===== src/rtl/load_store_unit_if.sv =====
// Request, data-memory and write-back signals of the load/store unit.
// The unit uses the slave modport; the execute stage/memory side uses master.
interface load_store_unit_if #(
   parameter int ADDR_W = 10
);
   logic              req_valid;
   logic              req_ready;
   logic              req_load;
   logic [2:0]        req_funct3;
   logic [ADDR_W-1:0] req_addr;
   logic [31:0]       req_wdata;
   logic [4:0]        req_rd;
   logic [ADDR_W-3:0] mem_addr;
   logic              mem_re;
   logic              mem_we;
   logic [3:0]        mem_be;
   logic [31:0]       mem_wdata;
   logic [31:0]       mem_rdata;
   logic              wb_valid;
   logic [4:0]        wb_rd;
   logic [31:0]       wb_data;
   logic              err;

   modport slave (
      input  req_valid, req_load, req_funct3, req_addr, req_wdata, req_rd, mem_rdata,
      output req_ready, mem_addr, mem_re, mem_we, mem_be, mem_wdata,
             wb_valid, wb_rd, wb_data, err
   );

   modport master (
      output req_valid, req_load, req_funct3, req_addr, req_wdata, req_rd, mem_rdata,
      input  req_ready, mem_addr, mem_re, mem_we, mem_be, mem_wdata,
             wb_valid, wb_rd, wb_data, err
   );
endinterface


===== src/rtl/load_store_unit.sv =====
// RV32 load/store unit: byte/half/word accesses become one or two aligned word
// accesses with byte enables; loads are realigned and extended for write-back.
module load_store_unit #(
   parameter int ADDR_W = 10
) (
   input logic               clk,
   input logic               rst,
   load_store_unit_if.slave  bus
);
   localparam int WW = ADDR_W - 2;

   typedef enum logic [1:0] {IDLE, ACC0, ACC1, RDWAIT} state_e;

   state_e            state_q, state_d;
   logic              load_q;
   logic [2:0]        f3_q;
   logic [ADDR_W-1:0] addr_q;
   logic [31:0]       wdata_q, lo_q, wb_data_q;
   logic [4:0]        rd_q, wb_rd_q;
   logic              wb_valid_q, err_q;

   logic [1:0]  off;
   logic [2:0]  size;
   logic        split, illegal, accept;
   logic [7:0]  mask8;
   logic [63:0] data64, win;
   logic [31:0] hi_word, lo_word, ld_res;
   logic [WW-1:0] w0, w1;

   logic [WW-1:0] mem_addr;
   logic          mem_re, mem_we;
   logic [3:0]    mem_be;
   logic [31:0]   mem_wdata;

   assign off     = addr_q[1:0];
   assign size    = (f3_q[1:0] == 2'b00) ? 3'd1 : (f3_q[1:0] == 2'b01) ? 3'd2 : 3'd4;
   assign split   = ({1'b0, off} + size) > 3'd4;
   assign mask8   = ((8'd1 << size) - 8'd1) << off;
   assign data64  = {32'b0, wdata_q} << {off, 3'b000};
   assign w0      = addr_q[ADDR_W-1:2];
   assign w1      = w0 + WW'(1);

   assign accept  = (state_q == IDLE) && bus.req_valid;
   assign illegal = (bus.req_funct3 == 3'b011) || (bus.req_funct3[2:1] == 2'b11) ||
                    (bus.req_funct3[2] && !bus.req_load);

   // Split loads arrive low word first (captured in ACC1), high word in RDWAIT.
   assign hi_word = split ? bus.mem_rdata : 32'b0;
   assign lo_word = split ? lo_q : bus.mem_rdata;
   assign win     = {hi_word, lo_word} >> {off, 3'b000};

   always_comb begin
      ld_res = win[31:0];
      case (f3_q[1:0])
         2'b00:   ld_res = f3_q[2] ? {24'b0, win[7:0]}  : {{24{win[7]}}, win[7:0]};
         2'b01:   ld_res = f3_q[2] ? {16'b0, win[15:0]} : {{16{win[15]}}, win[15:0]};
         default: ld_res = win[31:0];
      endcase
   end

   always_comb begin
      state_d   = state_q;
      mem_addr  = '0;
      mem_re    = 1'b0;
      mem_we    = 1'b0;
      mem_be    = 4'b0;
      mem_wdata = 32'b0;
      case (state_q)
         IDLE: if (accept && !illegal) state_d = ACC0;
         ACC0: begin
            mem_addr = w0;
            if (load_q) begin
               mem_re  = 1'b1;
               state_d = split ? ACC1 : RDWAIT;
            end else begin
               mem_we    = 1'b1;
               mem_be    = mask8[3:0];
               mem_wdata = data64[31:0];
               state_d   = split ? ACC1 : IDLE;
            end
         end
         ACC1: begin
            mem_addr = w1;
            if (load_q) begin
               mem_re  = 1'b1;
               state_d = RDWAIT;
            end else begin
               mem_we    = 1'b1;
               mem_be    = mask8[7:4];
               mem_wdata = data64[63:32];
               state_d   = IDLE;
            end
         end
         default: state_d = IDLE;
      endcase
   end

   always_ff @(posedge clk or negedge rst) begin
      if (!rst) begin
         state_q    <= IDLE;
         load_q     <= 1'b0;
         f3_q       <= 3'b0;
         addr_q     <= '0;
         wdata_q    <= 32'b0;
         rd_q       <= 5'b0;
         lo_q       <= 32'b0;
         wb_valid_q <= 1'b0;
         wb_data_q  <= 32'b0;
         wb_rd_q    <= 5'b0;
         err_q      <= 1'b0;
      end else begin
         state_q    <= state_d;
         wb_valid_q <= 1'b0;
         err_q      <= 1'b0;
         if (accept) begin
            load_q  <= bus.req_load;
            f3_q    <= bus.req_funct3;
            addr_q  <= bus.req_addr;
            wdata_q <= bus.req_wdata;
            rd_q    <= bus.req_rd;
            err_q   <= illegal;
         end
         if (state_q == ACC1) lo_q <= bus.mem_rdata;
         if (state_q == RDWAIT) begin
            wb_valid_q <= 1'b1;
            wb_data_q  <= ld_res;
            wb_rd_q    <= rd_q;
         end
      end
   end

   assign bus.req_ready = (state_q == IDLE);
   assign bus.mem_addr  = mem_addr;
   assign bus.mem_re    = mem_re;
   assign bus.mem_we    = mem_we;
   assign bus.mem_be    = mem_be;
   assign bus.mem_wdata = mem_wdata;
   assign bus.wb_valid  = wb_valid_q;
   assign bus.wb_rd     = wb_rd_q;
   assign bus.wb_data   = wb_data_q;
   assign bus.err       = err_q;
endmodule


===== src/flat_wrapper.sv =====
// flat-port wrapper written by rule: the top's interface ports become plain ports
module load_store_unit_flat 
#(
   parameter int ADDR_W = 10
)
  (clk, rst, bus_req_valid, bus_req_load, bus_req_funct3, bus_req_addr, bus_req_wdata, bus_req_rd, bus_mem_rdata, bus_req_ready, bus_mem_addr, bus_mem_re, bus_mem_we, bus_mem_be, bus_mem_wdata, bus_wb_valid, bus_wb_rd, bus_wb_data, bus_err);
  load_store_unit_if #(.ADDR_W(ADDR_W)) bus_i ();
  input logic clk;
  input logic rst;
  input wire logic [$bits(bus_i.req_valid)-1:0] bus_req_valid;
  input wire logic [$bits(bus_i.req_load)-1:0] bus_req_load;
  input wire logic [$bits(bus_i.req_funct3)-1:0] bus_req_funct3;
  input wire logic [$bits(bus_i.req_addr)-1:0] bus_req_addr;
  input wire logic [$bits(bus_i.req_wdata)-1:0] bus_req_wdata;
  input wire logic [$bits(bus_i.req_rd)-1:0] bus_req_rd;
  input wire logic [$bits(bus_i.mem_rdata)-1:0] bus_mem_rdata;
  output wire logic [$bits(bus_i.req_ready)-1:0] bus_req_ready;
  output wire logic [$bits(bus_i.mem_addr)-1:0] bus_mem_addr;
  output wire logic [$bits(bus_i.mem_re)-1:0] bus_mem_re;
  output wire logic [$bits(bus_i.mem_we)-1:0] bus_mem_we;
  output wire logic [$bits(bus_i.mem_be)-1:0] bus_mem_be;
  output wire logic [$bits(bus_i.mem_wdata)-1:0] bus_mem_wdata;
  output wire logic [$bits(bus_i.wb_valid)-1:0] bus_wb_valid;
  output wire logic [$bits(bus_i.wb_rd)-1:0] bus_wb_rd;
  output wire logic [$bits(bus_i.wb_data)-1:0] bus_wb_data;
  output wire logic [$bits(bus_i.err)-1:0] bus_err;
  assign bus_i.req_valid = bus_req_valid;
  assign bus_i.req_load = bus_req_load;
  assign bus_i.req_funct3 = bus_req_funct3;
  assign bus_i.req_addr = bus_req_addr;
  assign bus_i.req_wdata = bus_req_wdata;
  assign bus_i.req_rd = bus_req_rd;
  assign bus_i.mem_rdata = bus_mem_rdata;
  assign bus_req_ready = bus_i.req_ready;
  assign bus_mem_addr = bus_i.mem_addr;
  assign bus_mem_re = bus_i.mem_re;
  assign bus_mem_we = bus_i.mem_we;
  assign bus_mem_be = bus_i.mem_be;
  assign bus_mem_wdata = bus_i.mem_wdata;
  assign bus_wb_valid = bus_i.wb_valid;
  assign bus_wb_rd = bus_i.wb_rd;
  assign bus_wb_data = bus_i.wb_data;
  assign bus_err = bus_i.err;
  load_store_unit #(.ADDR_W(ADDR_W)) u_core (.clk(clk), .rst(rst), .bus(bus_i));
endmodule

===== config.mk =====
export PLATFORM = sky130hd
export DESIGN_NAME = load_store_unit_flat
export DESIGN_NICKNAME = d
export VERILOG_FILES = /design/src/rtl/load_store_unit_if.sv /design/src/rtl/load_store_unit.sv /design/src/flat_wrapper.sv
export SDC_FILE = /design/constraint.sdc
export NUM_CORES = 1
export LEC_CHECK = 0
export CAP_MARGIN = 20
export CORE_AREA = 2 2 156 158
export CTS_BUF_LIST = sky130_fd_sc_hd__clkbuf_8 sky130_fd_sc_hd__clkbuf_16
export CTS_CLUSTER_DIAMETER = 60
export DETAILED_ROUTE_END_ITERATION = 8
export DIE_AREA = 0 0 158 160
export PLACE_DENSITY = 0.6
export SYNTH_ARGS = -nofsm -noshare
export SYNTH_HDL_FRONTEND = slang
export SYNTH_SLANG_ARGS = --single-unit

===== constraint.sdc =====
create_clock -name clk -period 6.35 [get_ports clk]
set_clock_uncertainty 0.1 [all_clocks]
set_input_delay 0.9525 -clock clk [delete_from_list [all_inputs] [get_ports clk]]
set_output_delay 0.9525 -clock clk [all_outputs]
set_load 0.03 [all_outputs]

==> run_results.csv <==
group,metric,value,unit
run_status,status,"complete, no violations",
timing,post-route-min-period,4570,ps
global_routing,grt_first_pass_wirelength,36.1,mm
floorplan,io_pins,172,
timing,hold_violations,0,
global_routing,grt_pass1_vias,6182,
global_routing,antenna_found_initial,0,
critical_path,cpLargestDelayFamily,"simple AND/OR/NAND/NOR gates",
routing,drc,0,
critical_path,crit_path_cell_trace,"nor2b_1 -> buf_4 -> nand2_1 -> o21ai_0 -> a22oi_1 -> nor2_1 -> clkdlybuf4s50_1",
synthesis,avgSynthCellArea,10.8,um^2
synthesis,synth.ff_latch_count,124,
routing,vias,6319,
floorplan,fp.dieH,160,um
power,powerDensity,625,mW/mm^2
clocking,post_cts_resized,0,
layout,n_fill_cell,2326,
synthesis,synth-edff-count,0,
clocking,cts_sinks,124,
layout,syn_to_final_growth,33.7,%
min_path,hold_class,"flop to flop",
clocking,clockBufferDepth,2,
layout,layout-drive-gt1-share,21.9,%
critical_path,critical_path_buf_inv_count,2,
layout,finalNonFillerCells,1188,
placed_design,place_area,0.00959,mm^2
timing,setup_viol,0,
synthesis,synth_flop_cell,"dfrtp_1",
floorplan,row_count,57,
synthesis,synth.cell_area,0.00764,mm^2
timing,slew_headroom,27.7,%
floorplan,die_w,158,um
synthesis,synth_sequential_area_ratio,40.6,%
timing,rsz0062_at_grt,"no",
global_routing,grtUsageTotal,18.5,%
placed_design,placed_cells_incl_taps,1155,
layout,layout_common_cells,"clkdlybuf4s50_1, dfrtp_1, mux2_2, mux2i_1, nor2_1",
timing,min_period_over_period,72.0,%
clocking,path_clk_slew,60,ps
global_routing,grt_max_degree,70,
floorplan,die-area,0.0253,mm^2
timing,worst_slew_pin_slew,1080,ps
power,ir_worst_vdd,0.271,mV
power,power.total,0.00638,W
routing,wl_per_cell,19.7,um
routing,postRouteAntennaNets,0,
clocking,h-tree-depth,4,
floorplan,start_util,32.1,%
timing,final.setup.tns,0,ps
critical_path,critPathKind,"flop to output port",
timing,whs,403,ps
critical_path,slowest_stage,"nor2b_1",
clocking,cts_tree,"done",
synthesis,synth_nets,803,
layout,multi_input_area,0.00423,mm^2
placed_design,io_buffers,171,
run,cap_violations,0,
clocking,hold_buffers,0,
synthesis,yosysWarningCount,0,
layout,fin_nets,945,
layout,fin_area,0.0102,mm^2
critical_path,cp_max_fo,33,
synthesis,syn_inst,709,
synthesis,yosysUniqueCellTypes,50,
critical_path,arrival,3520,ps
clocking,cts_root_buf,"clkbuf_16",
floorplan,coreArea,0.0238,mm^2
routing,drt-initial-drc-count,400,
placed_design,dpl.hpwl,16.0,mm
timing,slew_viol_final,0,
global_routing,grt.overflow.total,0,
layout,final_common_cell,"clkdlybuf4s50_1",
routing,avgViaCountPerCell,5.32,
power,power.leakage,4.14,nW
critical_path,critical_path.endpoint_type,"output port",
clocking,postCtsSetupRepairBufs,0,
layout,regArea,0.00311,mm^2
clocking,cts_made_buffers,17,
critical_path,required,5300,ps
critical_path,cp_slowest_stage_delay,830,ps
timing,max_freq,219,MHz
critical_path,startpoint_type,"flop",
routing,wirelength,23.4,mm
clocking,clock_latency,410,ps
routing,firstDrtPassIters,5,
placed_design,gp_congestion,0.847,
layout,diodes,0,
synthesis,synth-async-reset-ratio,100,%
[worst register-to-register path, delay by kind of cell (launching register included)]
family                     cells  cell delay [ps]
DFF                            1              630
and+or+nand+nor                3             1420
adders and majority gates      2              710
AOI/OAI and AO/OA              3             1390
buffers and inverters          1               60
[sequential cells by signal (all words and copies together), names as in the netlist, 2 cells and up]
name                count
u_core.state_q          2
u_core.wdata_q         32
u_core.bus.wb_data     32
u_core.f3_q             3
u_core.bus.wb_rd        5
u_core.rd_q             5
u_core.addr_q          10
u_core.lo_q            32
[final cells by class]
type,instances,area share [%]
tap,324,3.97
inverter,19,0.698
clock buffer,20,4.57
timing repair buffer,181,17.7
sequential,124,30.4
clock inverter,12,1.32
multi-input combinational,508,41.4
[metrics by stage]
stage	util, %	worst slack (ps)
after floorplan	-	2970
after global placement	40.3	2040
after detailed placement	40.3	1920
final	42.9	1780
after CTS	42.8	1790
after global routing	42.9	1550
[synthesized netlist by cell type (8+ instances only)]
cell	number	area share, %
a21o_1	8	0.79
a21oi_1	41	2.7
a222oi_1	10	1.3
a22oi_1	27	2.7
buf_1	9	0.44
buf_2	11	0.72
clkbuf_1	36	1.8
dfrtp_1	124	41
inv_1	19	0.93
mux2_2	121	18
mux2i_1	55	7.2
mux4_2	16	4.7
nand2_1	33	1.6
nand2b_1	12	0.98
nand3_1	12	0.79
nor2_1	48	2.4
nor2b_1	12	0.98
o21ai_0	27	1.8
[worst paths after layout]
kind                                        from                     end  slack (ps)  cells after the start
worst max register to register    u_core.f3_q[1]  u_core.bus.wb_data[31]        1860                      9
min in group asynchronous                    rst       u_core.wdata_q[1]         560                      1
worst min register to register    u_core.rd_q[4]          u_core.rd_q[4]         400                      1
worst min-delay path              u_core.rd_q[4]          u_core.rd_q[4]         400                      1
max in group asynchronous                    rst        u_core.addr_q[0]        4240                      2
worst max-delay path            u_core.addr_q[1]        bus_mem_wdata[3]        1780                      7
[report_power, final]
group	internal (W)	total, W	switching [W]
logic	0.00178	0.00376	0.00198
registers	0.00120	0.00163	0.000437
clock network	0.000612	0.000994	0.000382
total	0.00359	0.00638	0.00279
[per-layer routing]
layer	global-route usage (%)	part of all wire (%)	vias up
li1	-	-	2918
met1	26.0	46	3131
met2	28.6	46	239
met3	3.83	5.8	31
met4	5.94	2.4	0
met5	0	0	-
[cell families after synthesis]
group	count (synthesis)	synth area share [%]
multiplexers	193	29.9
flip-flops	124	40.6
buffers and inverters	77	4.11
XOR/XNOR	7	0.901
AO/OA/AOI/OAI	166	15.0
AND/OR/NAND/NOR	134	8.09
adder cells (fa/ha/maj)	8	1.41
Note: power is estimated with default switching activity, not from simulation.
